## config.mk

```make
export PLATFORM = sky130hd
export DESIGN_NAME = store_queue
export DESIGN_NICKNAME = d
export VERILOG_FILES = /design/src/rtl/store_queue.sv
export SDC_FILE = /design/constraint.sdc
export NUM_CORES = 2
export LEC_CHECK = 0
export CAP_MARGIN = 40
export CORE_UTILIZATION = 30
export DETAILED_ROUTE_END_ITERATION = 8
export DONT_BUFFER_PORTS = 1
export PLACE_DENSITY_LB_ADDON = 0.08
export SYNTH_ARGS = -nofsm -noshare
export SYNTH_HDL_FRONTEND = slang
export SYNTH_SLANG_ARGS = --single-unit
```

## constraint.sdc

```tcl
create_clock -name clk -period 13.5 [get_ports clk]
set_input_delay 2.7 -clock clk [delete_from_list [all_inputs] [get_ports clk]]
set_output_delay 2.7 -clock clk [all_outputs]
set_load 0.05 [all_outputs]
```

## src/rtl/store_queue.sv

```systemverilog
// Age-ordered circular store queue: in-order allocate, out-of-order address/data
// fill, in-order commit and drain to memory, store-to-load forwarding with
// byte-lane coverage, and mispredict flush of uncommitted entries.
module store_queue #(
    parameter int ADDR_WIDTH = 32,
    parameter int DATA_WIDTH = 32,
    parameter int ROB_WIDTH  = 5,
    parameter int DEPTH      = 8,
    parameter int IDX_W      = $clog2(DEPTH)
) (
    input  logic                  clk,
    input  logic                  rst_n,
    input  logic                  alloc_valid,
    input  logic [ROB_WIDTH-1:0]  alloc_rob_id,
    output logic                  alloc_ready,
    output logic [IDX_W:0]        alloc_ptr,
    input  logic                  exe_valid,
    input  logic [IDX_W-1:0]      exe_idx,
    input  logic [ADDR_WIDTH-1:0] exe_addr,
    input  logic [DATA_WIDTH-1:0] exe_data,
    input  logic [2:0]            exe_funct3,
    input  logic                  commit_valid,
    input  logic                  flush,
    output logic                  mem_wr_valid,
    output logic [ADDR_WIDTH-1:0] mem_wr_addr,
    output logic [DATA_WIDTH-1:0] mem_wr_data,
    output logic [3:0]            mem_wr_strb,
    input  logic                  mem_wr_ready,
    input  logic                  ld_valid,
    input  logic [ADDR_WIDTH-1:0] ld_addr,
    input  logic [2:0]            ld_funct3,
    input  logic [IDX_W:0]        ld_ptr,
    output logic                  ld_fwd_hit,
    output logic [DATA_WIDTH-1:0] ld_fwd_data,
    output logic                  ld_stall,
    output logic [IDX_W:0]        count,
    output logic                  empty,
    output logic                  full
);
    localparam int PW = IDX_W + 1;

    logic [PW-1:0]         head_q, head_d, cmt_q, cmt_d, tail_q, tail_d;
    logic [DEPTH-1:0]      valid_q, valid_d, committed_q, committed_d, addr_ok_q, addr_ok_d;
    logic [ROB_WIDTH-1:0]  rob_id_q [DEPTH];
    logic [ROB_WIDTH-1:0]  rob_id_d [DEPTH];
    logic [ADDR_WIDTH-1:0] addr_q   [DEPTH];
    logic [ADDR_WIDTH-1:0] addr_d   [DEPTH];
    logic [DATA_WIDTH-1:0] data_q   [DEPTH];
    logic [DATA_WIDTH-1:0] data_d   [DEPTH];
    logic [3:0]            strb_q   [DEPTH];
    logic [3:0]            strb_d   [DEPTH];

    logic [IDX_W-1:0] head_idx, cmt_idx, tail_idx, fwd_sel;
    logic             alloc_fire, drain_fire, commit_ok, commit_err, rob_dup;
    logic [3:0]       exe_strb, ld_mask;
    logic [PW-1:0]    ld_span, fwd_pos;
    logic             fwd_found, fwd_unknown, fwd_covered;

    // Byte-lane mask for a size code; bit 2 (unsigned loads) does not affect width.
    function automatic logic [3:0] size_mask(input logic [2:0] f3);
        case (f3)
            3'b000, 3'b100: size_mask = 4'b0001;
            3'b001, 3'b101: size_mask = 4'b0011;
            default:        size_mask = 4'b1111;
        endcase
    endfunction

    assign head_idx = head_q[IDX_W-1:0];
    assign cmt_idx  = cmt_q[IDX_W-1:0];
    assign tail_idx = tail_q[IDX_W-1:0];

    assign count        = tail_q - head_q;
    assign empty        = (count == '0);
    assign full         = (count == PW'(DEPTH));
    assign alloc_ready  = !full && !flush;
    assign alloc_ptr    = tail_q;
    assign alloc_fire   = alloc_valid && alloc_ready;

    // Presented write comes straight from the head entry, so it cannot move while stalled.
    assign mem_wr_valid = valid_q[head_idx] && committed_q[head_idx];
    assign mem_wr_addr  = mem_wr_valid ? addr_q[head_idx] : '0;
    assign mem_wr_data  = mem_wr_valid ? data_q[head_idx] : '0;
    assign mem_wr_strb  = mem_wr_valid ? strb_q[head_idx] : '0;
    assign drain_fire   = mem_wr_valid && mem_wr_ready;

    assign commit_ok  = commit_valid && (cmt_q != tail_q) && addr_ok_q[cmt_idx];
    assign commit_err = commit_valid && !commit_ok;

    assign exe_strb = size_mask(exe_funct3) << exe_addr[1:0];
    assign ld_mask  = size_mask(ld_funct3) << ld_addr[1:0];
    assign ld_span  = ld_ptr - head_q;

    // Next-state for pointers and entry fields: alloc, execute, commit, drain, then flush.
    always_comb begin
        head_d      = head_q;
        cmt_d       = cmt_q;
        tail_d      = tail_q;
        valid_d     = valid_q;
        committed_d = committed_q;
        addr_ok_d   = addr_ok_q;
        rob_id_d    = rob_id_q;
        addr_d      = addr_q;
        data_d      = data_q;
        strb_d      = strb_q;

        if (alloc_fire) begin
            valid_d[tail_idx]     = 1'b1;
            committed_d[tail_idx] = 1'b0;
            addr_ok_d[tail_idx]   = 1'b0;
            rob_id_d[tail_idx]    = alloc_rob_id;
            tail_d                = tail_q + PW'(1);
        end
        if (exe_valid && valid_q[exe_idx]) begin
            addr_d[exe_idx]    = {exe_addr[ADDR_WIDTH-1:2], 2'b00};
            data_d[exe_idx]    = exe_data << {exe_addr[1:0], 3'b000};
            strb_d[exe_idx]    = exe_strb;
            addr_ok_d[exe_idx] = 1'b1;
        end
        if (commit_ok) begin
            committed_d[cmt_idx] = 1'b1;
            cmt_d                = cmt_q + PW'(1);
        end
        if (drain_fire) begin
            valid_d[head_idx]     = 1'b0;
            committed_d[head_idx] = 1'b0;
            head_d                = head_q + PW'(1);
        end
        if (flush) begin
            tail_d = cmt_d;
            for (int i = 0; i < DEPTH; i++) begin
                if (!committed_d[i]) valid_d[i] = 1'b0;
            end
        end
    end

    // Forwarding scan over [head, ld_ptr), youngest first; first overlapping match decides.
    always_comb begin
        fwd_found   = 1'b0;
        fwd_unknown = 1'b0;
        fwd_sel     = '0;
        fwd_pos     = '0;
        for (int k = 0; k < DEPTH; k++) begin
            if (PW'(k) < ld_span) begin
                fwd_pos = ld_ptr - PW'(k + 1);
                if (valid_q[fwd_pos[IDX_W-1:0]]) begin
                    if (!addr_ok_q[fwd_pos[IDX_W-1:0]]) begin
                        fwd_unknown = 1'b1;
                    end else if (!fwd_found &&
                                 addr_q[fwd_pos[IDX_W-1:0]][ADDR_WIDTH-1:2] == ld_addr[ADDR_WIDTH-1:2] &&
                                 (strb_q[fwd_pos[IDX_W-1:0]] & ld_mask) != 4'b0000) begin
                        fwd_found = 1'b1;
                        fwd_sel   = fwd_pos[IDX_W-1:0];
                    end
                end
            end
        end
        fwd_covered = (strb_q[fwd_sel] & ld_mask) == ld_mask;
        ld_fwd_hit  = ld_valid && fwd_found && fwd_covered && !fwd_unknown;
        ld_stall    = ld_valid && (fwd_unknown || (fwd_found && !fwd_covered));
        ld_fwd_data = ld_fwd_hit ? data_q[fwd_sel] : '0;
    end

    // A live ROB id appearing twice means dispatch reused a tag it has not retired.
    always_comb begin
        rob_dup = 1'b0;
        for (int i = 0; i < DEPTH; i++) begin
            if (valid_q[i] && rob_id_q[i] == alloc_rob_id) rob_dup = 1'b1;
        end
    end

    // Queue state register.
    always_ff @(posedge clk or negedge rst_n) begin
        if (!rst_n) begin
            head_q      <= '0;
            cmt_q       <= '0;
            tail_q      <= '0;
            valid_q     <= '0;
            committed_q <= '0;
            addr_ok_q   <= '0;
            for (int i = 0; i < DEPTH; i++) begin
                rob_id_q[i] <= '0;
                addr_q[i]   <= '0;
                data_q[i]   <= '0;
                strb_q[i]   <= '0;
            end
        end else begin
            head_q      <= head_d;
            cmt_q       <= cmt_d;
            tail_q      <= tail_d;
            valid_q     <= valid_d;
            committed_q <= committed_d;
            addr_ok_q   <= addr_ok_d;
            rob_id_q    <= rob_id_d;
            addr_q      <= addr_d;
            data_q      <= data_d;
            strb_q      <= strb_d;
        end
    end

    a_commit_legal: assert property (@(posedge clk) disable iff (!rst_n) !commit_err);
    a_rob_unique:   assert property (@(posedge clk) disable iff (!rst_n) !(alloc_fire && rob_dup));

endmodule

```

==> metrics.cfg <==
[run_status]
outcome = complete, no violations

[sta]
fmax_mhz = 76.52
rsz0062_at_grt = no
setup_viol = 0
hold_viol = 0
fin_crit_sh = 0.9681
tns_ns = 0
maxSlewViolCount = 0
slew_headroom = 0.2575
finClkSkew_ns = 0.03637
period_needed_ns = 13.07
worst_pin_slew_ns = 1.114
hold_ws_ns = 0.4992

[power_and_ir_drop]
clock_power_share = 0.214
leakage_nw = 20.95
internal_power_mw = 5.717
power.switching_mw = 4.649
seqPwrFrac = 0.305
powerDensity_nw_per_um2 = 188.9
vdd_drop_max_uv = 334.6
comb_power_share = 0.482
p_sw_frac = 0.4485

[placement]
dpl.hpwl_microns = 154700
port_buffers = 0
place.gp.congestion = 1.062
dp.cells = 6655

[grt]
grt_pass1_vias = 39460
grt_max_degree = 565
gr-usage-all-layers = 0.2627
grt_pass1_wl_microns = 316400
antenna_found_initial = 11
grt-ovfl-total = 0

[layout]
final_cell_count_no_fill = 6804
layout.nets = 4697
area.growth.synth_to_final_pct = 10.97
multi_input_area_sq_um = 33040
fin_util = 0.3364
n_fill_cell = 16620
drive_above_1_share = 0.2817
seq_area_sq_um = 14120

[setup_path]
cpMaxStageDelayCell = ha_4
crit_buf_inv = 4
crit_required_ns = 10.80
r2r_start = head_q[1]
cp_max_fo = 237
r2r_cells = 13
path_depth = 20
arrival_ns = 10.37
cp_top_family = simple AND/OR/NAND/NOR gates
start_kind = input port
max_stage_delay_ns = 0.80
endpoint_kind = output port
path_class = in2out
crit_start = ld_ptr[1]
crit_path_cell_trace = inv_2, ha_4, mux4_2, xnor2_1, nand3_1, a2111oi_0, nand4_1, or4_1, or4_4, nand4_1, nor2_2, o31ai_4, buf_4, mux2i_1, a22oi_1, and3_1, o2111ai_4, buf_12, o31a_1, buf_12

[clocking]
clkSinkCount = 564
cts_root_buf = clkbuf_16
cts_tree = yes
cts_made_buffers = 76
clk_latency_ns = 0.72
postCtsSetupRepairBufs = 0
cts_hold_buf = 0
clockBufferDepth = 3
ctsHtreeMaxLevel = 3
clk_pin_slew_worst_paths_ns = 0.06
cts_resized = 0

[logic_synthesis]
synth_area_sq_um = 49460
syn_inst = 4700
synth_edf_count = 0
async_flop_share = 1.000
synth_top_cell_area_share = 0.2854
synth-seq-cells = 564
yosys.area.top_type = dfrtp_1
ys_seq_area_frac = 0.2854
ys.flop_type = dfrtp_1
yosysWarningCount = 0
synthTopCellsByCount = nand2_1, dfrtp_1, mux4_2, mux2i_1, o21ai_0
synth.distinct_cells = 100
syn_avg_cell_area_sq_um = 10.52
synth_most_common_cell = nand2_1
synth_area_leaders = dfrtp_1, mux4_2, mux2_2

[die]
initial_core_util = 0.3032
io-pin-count = 236
die_h_microns = 408.0
die_w_microns = 408.0
core_region_area_sq_um = 163100
rows = 148
die-area_sq_um = 166500

[job]
maxCapViolCount = 0

[hold_path]
hold_path_startpoint = data_q[23]
hp-class = reg2reg
hold_depth = 2

[routing]
route.detailed.drc = 0
wirelength_microns = 222300
drt_first_pass_iters = 8
vias = 40450
ant_nets = 0
viasPerCell = 5.945
wire_per_inst_microns = 32.67
drtIter0Drc = 4551

-- logic make-up (layout without fill, tap and decap cells) --
kind of cell    Yosys count  after routing  share of synthesized area
simple gates           1295           1295                     0.1280
mux                    1208           1208                     0.3788
compound gates          864            864                     0.1081
flops                   564            564                     0.2854
buf+inv                 503            424                    0.05052
xor+xnor                252            252                    0.04561
fa+ha+maj                13             13                   0.003592
other cells               1              9                 0.00007582
-- placed cells by master (no fill, tap or decap), drive strengths merged, types with 23 or more instances in the layout --
cell	n
nand4	45
a21oi	196
nor2	191
mux4	496
nand2	605
mux2	348
a211oi	46
or2	23
xnor2	224
inv	49
nor3	103
clkbuf	107
o21ai	354
xor2	28
and3	37
mux2i	364
nand3	61
clkinv	33
nand2b	28
o22ai	27
buf	224
nor4	36
dfrtp	564
nor3b	29
a31oi	23
-- stage by stage --
step | area, sq um | setup slack, ns | total power, mW
after global placement | 51450 | 0.7639 | 7.990
final | 54890 | 0.4308 | 10.37
after floorplan | 49460 | 1.190 | 6.213
after CTS | 54780 | 0.7254 | 10.34
after detailed placement | 52070 | 0.7637 | 8.059
after global routing | 54870 | 0.3281 | 10.85
-- worst register-to-register path, stage by stage, from the launching register on --
cell and delay, ns:
dfrtp_4 0.71, inv_4 0.48, buf_4 0.55, ha_1 0.35
a21o_1 0.18, a21oi_1 0.17, xnor2_1 0.09, buf_4 0.19
nor2b_1 0.17, nor2_1 0.22, and3_1 0.29, nand3_1 0.22
a21boi_0 0.33, a221oi_1 0.11
-- metal layers --
layer  routed length (microns)  GRT usage
met4                      7573    0.08374
met5                        25          0
met2                     99500     0.3987
met3                     15250    0.05355
met1                     99930     0.3719
-- power by group through the flow --
stage | Sequential [mW] | Combinational (mW) | Clock (mW)
final | 3.16 | 4.99 | 2.22
after detailed placement | 3.16 | 4.90 | 0
after CTS | 3.14 | 4.92 | 2.28
after global routing | 3.25 | 5.25 | 2.34
after floorplan | 2.68 | 3.53 | 0
after global placement | 3.16 | 4.83 | 0
-- sequential cells by signal (all words and copies together) (netlist names) --
register	count
data_q	256
cmt_q	4
head_q	4
valid_q	8
alloc_ptr	4
strb_q	32
committed_q	8
addr_q	240
addr_ok_q	8
-- path summary, 6_finish.rpt --
check                      slack, ns           to
max                             0.43     ld_stall
min                             0.50   data_q[23]
max reg2reg                     9.31   valid_q[7]
min reg2reg                     0.50   data_q[23]
max in group asynchronous       9.94  data_q[181]
min in group asynchronous       1.69   addr_q[46]
-- layout make-up --
type	count	share of cell area
clock inverters	32	0.009301
well taps	2175	0.04958
diodes	7	0.0003191
flip-flops and latches	564	0.2573
multi-input cells	3634	0.6020
repair buffers	226	0.03727
inverters	60	0.004194
clock buffers	106	0.04001
Note: power is estimated with default switching activity, not from simulation.
